### config.mk
export PLATFORM = sky130hd
export DESIGN_NAME = multicycle_controller
export DESIGN_NICKNAME = d
export VERILOG_FILES = /design/src/rtl/mips_ctrl_pkg.sv /design/src/rtl/multicycle_controller_alu_decoder.sv /design/src/rtl/multicycle_controller.sv
export SDC_FILE = /design/constraint.sdc
export NUM_CORES = 1
export LEC_CHECK = 0
export CAP_MARGIN = 20
export CORE_MARGIN = 4
export CORE_UTILIZATION = 35
export CTS_CLUSTER_SIZE = 14
export DETAILED_ROUTE_END_ITERATION = 12
export GPL_TIMING_DRIVEN = 0
export PLACE_DENSITY = 0.79
export SYNTH_ARGS = -nofsm -noshare
export SYNTH_HDL_FRONTEND = slang
export SYNTH_SLANG_ARGS = --single-unit
export TNS_END_PERCENT = 100
### constraint.sdc
create_clock -name clk -period 3.5 [get_ports clk]
set_clock_uncertainty 0.05 [all_clocks]
set_input_delay 0.875 -clock clk [delete_from_list [all_inputs] [get_ports clk]]
set_output_delay 0.875 -clock clk [all_outputs]
set_load 0.01 [all_outputs]
### src/rtl/mips_ctrl_pkg.sv
// Shared encodings for the multi-cycle MIPS control FSM.
// Optional feature macro: MC_IMM_LOGIC_EN adds andi/ori (zero-extended
// immediate logic ops) to the instruction set; without it they are illegal.
package mips_ctrl_pkg;

  typedef enum logic [3:0] {
    S_FETCH  = 4'd0,
    S_DECODE = 4'd1,
    S_MEMADR = 4'd2,
    S_MEMRD  = 4'd3,
    S_MEMWB  = 4'd4,
    S_MEMWR  = 4'd5,
    S_EXEC   = 4'd6,
    S_ALUWB  = 4'd7,
    S_BRANCH = 4'd8,
    S_IMMEX  = 4'd9,
    S_IMMWB  = 4'd10,
    S_JUMP   = 4'd11
  } state_t;

  localparam logic [5:0] OP_RTYPE = 6'h00;
  localparam logic [5:0] OP_J     = 6'h02;
  localparam logic [5:0] OP_BEQ   = 6'h04;
  localparam logic [5:0] OP_ADDI  = 6'h08;
  localparam logic [5:0] OP_ANDI  = 6'h0C;
  localparam logic [5:0] OP_ORI   = 6'h0D;
  localparam logic [5:0] OP_LW    = 6'h23;
  localparam logic [5:0] OP_SW    = 6'h2B;

  localparam logic [5:0] FN_ADD = 6'h20;
  localparam logic [5:0] FN_SUB = 6'h22;
  localparam logic [5:0] FN_AND = 6'h24;
  localparam logic [5:0] FN_OR  = 6'h25;
  localparam logic [5:0] FN_SLT = 6'h2A;

  localparam logic [2:0] ALU_ADD = 3'b010;
  localparam logic [2:0] ALU_SUB = 3'b110;
  localparam logic [2:0] ALU_AND = 3'b000;
  localparam logic [2:0] ALU_OR  = 3'b001;
  localparam logic [2:0] ALU_SLT = 3'b111;

  localparam logic [1:0] SRCB_B      = 2'b00;
  localparam logic [1:0] SRCB_FOUR   = 2'b01;
  localparam logic [1:0] SRCB_IMM    = 2'b10;
  localparam logic [1:0] SRCB_IMM_SH = 2'b11;

  localparam logic [1:0] PCSRC_ALU    = 2'b00;
  localparam logic [1:0] PCSRC_ALUOUT = 2'b01;
  localparam logic [1:0] PCSRC_JUMP   = 2'b10;

`ifdef MC_IMM_LOGIC_EN
  localparam logic IMM_LOGIC_EN = 1'b1;
`else
  localparam logic IMM_LOGIC_EN = 1'b0;
`endif

  // True for andi/ori when the immediate-logic extension is built in.
  function automatic logic is_imm_logic(input logic [5:0] op);
    return IMM_LOGIC_EN && ((op == OP_ANDI) || (op == OP_ORI));
  endfunction

  // Opcodes that DECODE dispatches somewhere other than back to FETCH.
  function automatic logic opcode_legal(input logic [5:0] op);
    return (op == OP_RTYPE) || (op == OP_J) || (op == OP_BEQ) ||
           (op == OP_ADDI) || (op == OP_LW) || (op == OP_SW) ||
           is_imm_logic(op);
  endfunction

endpackage

### src/rtl/multicycle_controller_alu_decoder.sv
// ALU operation decode: maps (state, opcode, funct) to the ALU control code
// and flags an unsupported funct while executing an R-type instruction.
module alu_decoder
  import mips_ctrl_pkg::*;
(
  input  state_t     state_i,
  input  logic [5:0] opcode_i,
  input  logic [5:0] funct_i,
  output logic [2:0] alu_control_o,
  output logic       funct_illegal_o
);

  // Per-state ALU operation; states that do not use the ALU drive 000.
  always_comb begin
    alu_control_o   = 3'b000;
    funct_illegal_o = 1'b0;
    case (state_i)
      S_FETCH, S_DECODE, S_MEMADR: alu_control_o = ALU_ADD;
      S_BRANCH: alu_control_o = ALU_SUB;
      S_IMMEX: begin
        if (is_imm_logic(opcode_i)) begin
          alu_control_o = (opcode_i == OP_ORI) ? ALU_OR : ALU_AND;
        end else begin
          alu_control_o = ALU_ADD;
        end
      end
      S_EXEC: begin
        case (funct_i)
          FN_ADD:  alu_control_o = ALU_ADD;
          FN_SUB:  alu_control_o = ALU_SUB;
          FN_AND:  alu_control_o = ALU_AND;
          FN_OR:   alu_control_o = ALU_OR;
          FN_SLT:  alu_control_o = ALU_SLT;
          default: funct_illegal_o = 1'b1;
        endcase
      end
      default: alu_control_o = 3'b000;
    endcase
  end

endmodule

### src/rtl/multicycle_controller.sv
// Multi-cycle MIPS control FSM: sequences fetch/decode/execute/memory/
// writeback and drives every datapath enable and mux select.
// Optional feature macro: MC_IMM_LOGIC_EN (andi/ori via IMMEX/IMMWB).
module multicycle_controller
  import mips_ctrl_pkg::*;
(
  input  logic       clk,
  input  logic       reset,
  input  logic [5:0] opcode,
  input  logic [5:0] funct,
  input  logic       zero,
  input  logic       mem_ready,
  output logic       pc_en,
  output logic       ir_write,
  output logic       mem_write,
  output logic       reg_write,
  output logic       iord,
  output logic       mem_to_reg,
  output logic       reg_dst,
  output logic       alu_src_a,
  output logic [1:0] alu_src_b,
  output logic [2:0] alu_control,
  output logic [1:0] pc_src,
  output logic       ext_zero,
  output logic       illegal_op,
  output logic [3:0] state
);

  state_t state_q, state_d;
  logic   funct_illegal;

  alu_decoder u_alu_decoder (
    .state_i         (state_q),
    .opcode_i        (opcode),
    .funct_i         (funct),
    .alu_control_o   (alu_control),
    .funct_illegal_o (funct_illegal)
  );

  assign state = state_q;

  // State register; reset aborts any instruction and returns to FETCH.
  always_ff @(posedge clk or posedge reset) begin
    if (reset) state_q <= S_FETCH;
    else       state_q <= state_d;
  end

  // Next-state logic; memory states wait on mem_ready, others advance.
  always_comb begin
    state_d = S_FETCH;
    case (state_q)
      S_FETCH:  state_d = mem_ready ? S_DECODE : S_FETCH;
      S_DECODE: begin
        if ((opcode == OP_LW) || (opcode == OP_SW)) state_d = S_MEMADR;
        else if (opcode == OP_RTYPE)                state_d = S_EXEC;
        else if (opcode == OP_BEQ)                  state_d = S_BRANCH;
        else if ((opcode == OP_ADDI) || is_imm_logic(opcode)) state_d = S_IMMEX;
        else if (opcode == OP_J)                    state_d = S_JUMP;
        else                                        state_d = S_FETCH;
      end
      S_MEMADR: state_d = (opcode == OP_LW) ? S_MEMRD : S_MEMWR;
      S_MEMRD:  state_d = mem_ready ? S_MEMWB : S_MEMRD;
      S_MEMWR:  state_d = mem_ready ? S_FETCH : S_MEMWR;
      S_EXEC:   state_d = funct_illegal ? S_FETCH : S_ALUWB;
      S_IMMEX:  state_d = S_IMMWB;
      default:  state_d = S_FETCH;
    endcase
  end

  // Output decode: Moore selects, plus the mem_ready/zero-qualified PC
  // enable and the illegal-op pulse; enables are held low during reset.
  always_comb begin
    pc_en      = 1'b0;
    ir_write   = 1'b0;
    mem_write  = 1'b0;
    reg_write  = 1'b0;
    iord       = 1'b0;
    mem_to_reg = 1'b0;
    reg_dst    = 1'b0;
    alu_src_a  = 1'b0;
    alu_src_b  = SRCB_B;
    pc_src     = PCSRC_ALU;
    ext_zero   = 1'b0;
    illegal_op = 1'b0;
    case (state_q)
      S_FETCH: begin
        alu_src_b = SRCB_FOUR;
        ir_write  = mem_ready;
        pc_en     = mem_ready;
      end
      S_DECODE: begin
        alu_src_b  = SRCB_IMM_SH;
        illegal_op = ~opcode_legal(opcode);
      end
      S_MEMADR: begin
        alu_src_a = 1'b1;
        alu_src_b = SRCB_IMM;
      end
      S_MEMRD: iord = 1'b1;
      S_MEMWB: begin
        reg_write  = 1'b1;
        mem_to_reg = 1'b1;
      end
      S_MEMWR: begin
        iord      = 1'b1;
        mem_write = 1'b1;
      end
      S_EXEC: begin
        alu_src_a  = 1'b1;
        illegal_op = funct_illegal;
      end
      S_ALUWB: begin
        reg_write = 1'b1;
        reg_dst   = 1'b1;
      end
      S_BRANCH: begin
        alu_src_a = 1'b1;
        pc_src    = PCSRC_ALUOUT;
        pc_en     = zero;
      end
      S_IMMEX: begin
        alu_src_a = 1'b1;
        alu_src_b = SRCB_IMM;
        ext_zero  = is_imm_logic(opcode);
      end
      S_IMMWB: begin
        reg_write = 1'b1;
        ext_zero  = is_imm_logic(opcode);
      end
      S_JUMP: begin
        pc_src = PCSRC_JUMP;
        pc_en  = 1'b1;
      end
      default: pc_en = 1'b0;
    endcase
    if (reset) begin
      pc_en      = 1'b0;
      ir_write   = 1'b0;
      mem_write  = 1'b0;
      reg_write  = 1'b0;
      illegal_op = 1'b0;
    end
  end

endmodule

### After elaboration in Yosys (flattened, before gate mapping)

Cells that the tools add are included.

* reductions and logical operators: 14
* mux-type cells: 31
* eq/ne operators: 21
* bitwise operators: 1

Operators with widths (number)
* 6-bit equality test, second input constant: 7
* 4-bit case mux with 7 select lines: 1
* 4-bit 2-to-1 mux: 5
* 4-bit by 3-bit equality test with 1-bit output, second input constant: 4
* 4-bit equality test, second input constant: 4
* 1-bit 2-to-1 mux: 15
* 3-bit 2-to-1 mux: 4
* 3-bit case mux with 4 select lines: 1
* 3-bit case mux with 3 select lines: 1
* 4-bit by 2-bit equality test with 1-bit output, second input constant: 2
* 4-bit OR reduction: 2
* 6-bit by 2-bit equality test with 1-bit output, second input constant: 1
* 6-bit by 3-bit equality test with 1-bit output, second input constant: 1
* 6-bit by 4-bit equality test with 1-bit output, second input constant: 1
* 6-bit zero test: 1
* 1-bit logical OR: 6
* 2-bit case mux with 3 select lines: 1
* 5-bit OR reduction: 1
* 4-bit by 1-bit equality test with 1-bit output, second input constant: 1
* 4-bit zero test: 1
* 2-bit case mux with 2 select lines: 1
* 2-bit OR reduction: 2
* 1-bit case mux with 3 select lines: 1
* 3-bit OR reduction: 1
* 2 further kinds: 2

* logic and storage cells: 68
* bits in registers: 4
* bits of input ports: 16
* output and inout port bits: 21

### Logic depth before layout (Yosys ltp)

Gate-level depths: netlist (run 1).

* word-level depth: 9
* mapped depth: 5
* gate-level depth less buffers: 4

### Modules after synthesis

From an unflattened synthesis (run 1), not the netlist that was laid out.

* cell total of the unflattened synthesis: 95
* area total of the unflattened synthesis: 699.4 sq um

Modules (own cells, without submodules)
* multicycle_controller: cells an instance 78, area each 585.6 sq um, sequential area each 100.1 sq um, instances 1
* alu_decoder: cells an instance 17, area each 113.9 sq um, sequential area each 0.0 sq um, instances 1

### Least setup slack after synthesis (run 1)

OpenSTA, ideal clock, no wires.

* path kind: input-to-output
* from: input opcode[3]
* to: output illegal_op
* data arrival time: 1.900 ns
* stages on the path: 5
* path slack: 0.675 ns
* required time: 2.575 ns
* buffers on the path: 1
* cells stage by stage: buf_2 > or4_1 > a211o_1 > nand4_1 > o41ai_1

* word-level cells in the longest chain between the ends: 9

RTL lines
* start, declared: RTL line multicycle_controller.sv:9 `input logic [5:0] opcode,`
* 6-bit by 2-bit equality test with 1-bit output or 6-bit zero test (tied branches): RTL line mips_ctrl_pkg.sv:64 `return (op == OP_RTYPE) || (op == OP_J) || (op == OP_BEQ) ||`
* 1-bit logical OR (3 in series): RTL line mips_ctrl_pkg.sv:64
* 1-bit logical OR: RTL line mips_ctrl_pkg.sv:65 `(op == OP_ADDI) || (op == OP_LW) || (op == OP_SW) ||`
* 1-bit logical OR *: RTL line mips_ctrl_pkg.sv:65
* 1-bit NOT *: RTL line multicycle_controller.sv:93 `illegal_op = ~opcode_legal(opcode);`
* 1-bit case mux with 2 select lines *: RTL line multicycle_controller.sv:85 `case (state_q)`
* 1-bit 2-to-1 mux *: RTL line multicycle_controller.sv:136 `if (reset) begin`
* end, declared: RTL line multicycle_controller.sv:25 `output logic illegal_op,`

Mark *: on every way between the ends. The rest lies on a longest branch, timed or not.

### Worst setup path after layout (run 1)

* from: input funct[2]
* to: output illegal_op

* word-level cells in the longest chain between the ends: 6

RTL lines
* start, declared: RTL line multicycle_controller.sv:10 `input logic [5:0] funct,`
* 6-bit equality test: RTL line multicycle_controller_alu_decoder.sv:28 `case (funct_i)`
* 5-bit OR reduction (no line) *
* 1-bit 2-to-1 mux *: RTL line multicycle_controller_alu_decoder.sv:28
* 1-bit 2-to-1 mux *: RTL line multicycle_controller_alu_decoder.sv:17 `case (state_i)`
* 1-bit case mux with 2 select lines *: RTL line multicycle_controller.sv:85
* 1-bit 2-to-1 mux *: RTL line multicycle_controller.sv:136

Marks and branches as above.

==> results of run 1 <==
[where the power goes]
| part | leakage, nW | switching, mW | internal (mW) |
|---|---|---|---|
| Clock | 0.0138 | 0.0202 | 0.0384 |
| Combinational | 0.301 | 0.0679 | 0.0672 |
| Sequential | 0.0540 | 0.00456 | 0.0505 |
[synthesized netlist by cell type (3+ instances only)]
cell and count:
a21oi_1 3, clkbuf_1 5, dfrtp_1 4, inv_1 3, nand2_1 4, nand2b_1 6, nand3_1 3, nor2_1 9
nor3_1 8, nor4_1 3, o21ai_0 3
[logic make-up after synthesis]
group / count (synthesis) / share of synthesized area (%)
buffers and inverters: 11 / 7.40
muxes: 3 / 5.00
other: 1 / 0.599
DFF: 4 / 16.0
AOI/OAI and AO/OA: 23 / 25.8
xor gates and xnor gates: 3 / 4.20
and+or+nand+nor: 45 / 41.0
[final cells by class]
type / count / area, sq um / area share [%]
Buffer: 7 / 31.3 / 3.05
Clock buffer: 3 / 22.5 / 2.20
Inverter: 4 / 15.0 / 1.46
Multi-Input combinational cell: 75 / 488 / 47.6
Sequential cell: 4 / 100 / 9.76
Tap cell: 25 / 31.3 / 3.05
Timing Repair Buffer: 34 / 338 / 32.9
[worst reg2reg max path, cell delays in order (launching register included)]
cell and delay, ns:
dfrtp_1 0.37, clkbuf_1 0.23, nor2_1 0.29, nand4b_1 0.19, o22a_1 0.25, o21ai_1 0.09
[per-layer routing]
metal / global-route usage (%) / share of wire (%)
met1: 16.9 / 38
met2: 33.5 / 53
met5: 0 / 0
met4: 7.37 / 0.80
met3: 4.15 / 8.0
[per-stage QoR]
stage	std cells	hold slack [ns]	setup TNS [ns]
floorplan	90	0.591	0
global placement	149	0.693	-0.276
detailed placement	149	0.706	-0.323
CTS	152	0.708	0
global route	152	0.768	0
finish	152	0.718	0
[worst max-delay path by stage]
stage,depth (start not counted),end,slack (ns)
finish,5,illegal_op,0.05
floorplan,5,illegal_op,0.67
CTS,5,illegal_op,0.02
detailed placement,6,illegal_op,-0.32
global placement,6,illegal_op,-0.28
global route,5,illegal_op,0.04
[what timing repair did]
action                     CTS  global route
cloned                       0             0
setup endpoints to repair    1             2
gates resized for setup      4             2
==> flow_summary.toml, run 1 <==
[sta]
fin_crit_sh_pct = 98.5
worst_slack_ns = 0.0515
finalMaxSlewViolations = 0
finalSetupViolCount = 0
rsz0062_at_grt = "false"
fin_crit_ns = 3.45
fmax_ghz = 0.290
hold_viol = 0

[yosys]
syn_area_per_cell_sq_um = 6.95
synth_seq_cells = 4
synth_top_area_cell = "dfrtp_1"
synthArstFlopShare_pct = 100
synth-main-ff-cell = "dfrtp_1"
syn-cell-area_sq_um = 626
netlist_instances = 90
synth.area.top_cells = "dfrtp_1 (16%), nor3_1 (6.4%), nand2b_1 (6.0%), nor2_1 (5.4%), mux2i_1 (3.2%)"
synth_top_area_share_pct = 16.0
yosysWarnings = 0
yosysSeqAreaShare_pct = 16.0
synth_nets = 106
synth_cell_types = 40
synth_edf_count = 0

[clock_network]
cts-root-buf = "clkbuf_4"
post_cts_buffers = 0
cts_htree_levels = 1
worstSkewPairLatency_ns = 0.24
path_clk_slew_ns = 0.04
cts-buffers-inserted = 3
ctsHoldBuffers = 0
tritoncts_num_sinks = 4
cts_tree = "yes"
cts_buffer_depth = 2

[worst_setup_path]
critPathRequiredTime_ns = 2.57
crit_arrival_ns = 2.52
r2r-start = "state[3]"
path_class = "primary input to primary output"
slowest_stage = "clkdlybuf4s50_1"
r2r_end = "state[0]"
endpoint_kind = "primary output"
cp-startpoint = "funct[2]"
path_buf_inv = 2
crit_fanout = 4
r2r_slack_ns = 1.93
cp-start-kind = "primary input"
ff2ff_path_depth = 5
max_stage_delay_ns = 0.53
cpLargestDelayFamily = "buffers and inverters"
crit_chain = "clkdlybuf4s50_1 > mux2_1 > nor4b_4 > o41ai_1 > dlygate4sd2_1"

[route]
vias_per_cell = 5.45
dr.pass1.iters = 4
wl_mm = 2.11
final_antenna_net_count = 0
vias = 829
wl_per_cell_um = 13.9
drc = 0
drt_iter0_markers = 16

[global_route]
grt_max_degree = 11
antenna_found_initial = 0
grt_pass1_vias = 883
grt.overflow.total = 0
grt_usage_pct = 17.2
grt_pass1_wl_mm = 3.51

[place]
finalWeightedCongestion = 0.842
hpwlAfterDp_mm = 1.68
dp_slack_ns = -0.323
port_buffers = 34
placed_area_sq_um = 997

[flow_run]
drv_cap = 0

[floorplan]
die_w_um = 50.3
ioPinCount = 37
core_sq_um = 1710
initial_core_util_pct = 36.6
die_h_um = 50.3
rows = 15
die_area_sq_um = 2530

[cells_and_area]
largest_register_ffs = 4
final_cell_mix = "clkdlybuf4s50_1 (29), nor2_1 (9), nor3_1 (8)"
syn2layout_area_growth_pct = 64.0
utilization_pct = 60.1
num_antenna_cells = 0
mostFrequentLayoutCell = "clkdlybuf4s50_1"
postLayoutCellArea_sq_um = 1030
n_fill_cell = 171
drive_above_1_share_pct = 6.30
fin_nets = 145

[worst_hold_path]
holdPathStages = 2
hold_class = "register to register"
holdPathEnd = "state[3]"
worstHoldStart = "state[0]"

[outcome]
status = "complete, no violations"

[power_and_ir_drop]
vdd_drop_max_mv = 0.206
leakagePower_nw = 0.369
p_total_uw = 249
p_per_area_nw_per_um2 = 242
Note: power is estimated with default switching activity, not from simulation.
==> inputs of run 2 (changes only) <==
--- a/config.mk
+++ b/config.mk
@@ -5,7 +5,6 @@
 export SDC_FILE = /design/constraint.sdc
 export NUM_CORES = 1
 export LEC_CHECK = 0
-export CAP_MARGIN = 20
 export CORE_MARGIN = 4
 export CORE_UTILIZATION = 35
 export CTS_CLUSTER_SIZE = 14
==> results of run 2 <==
Final layout, timing and power as in run 1 (identical DEF).
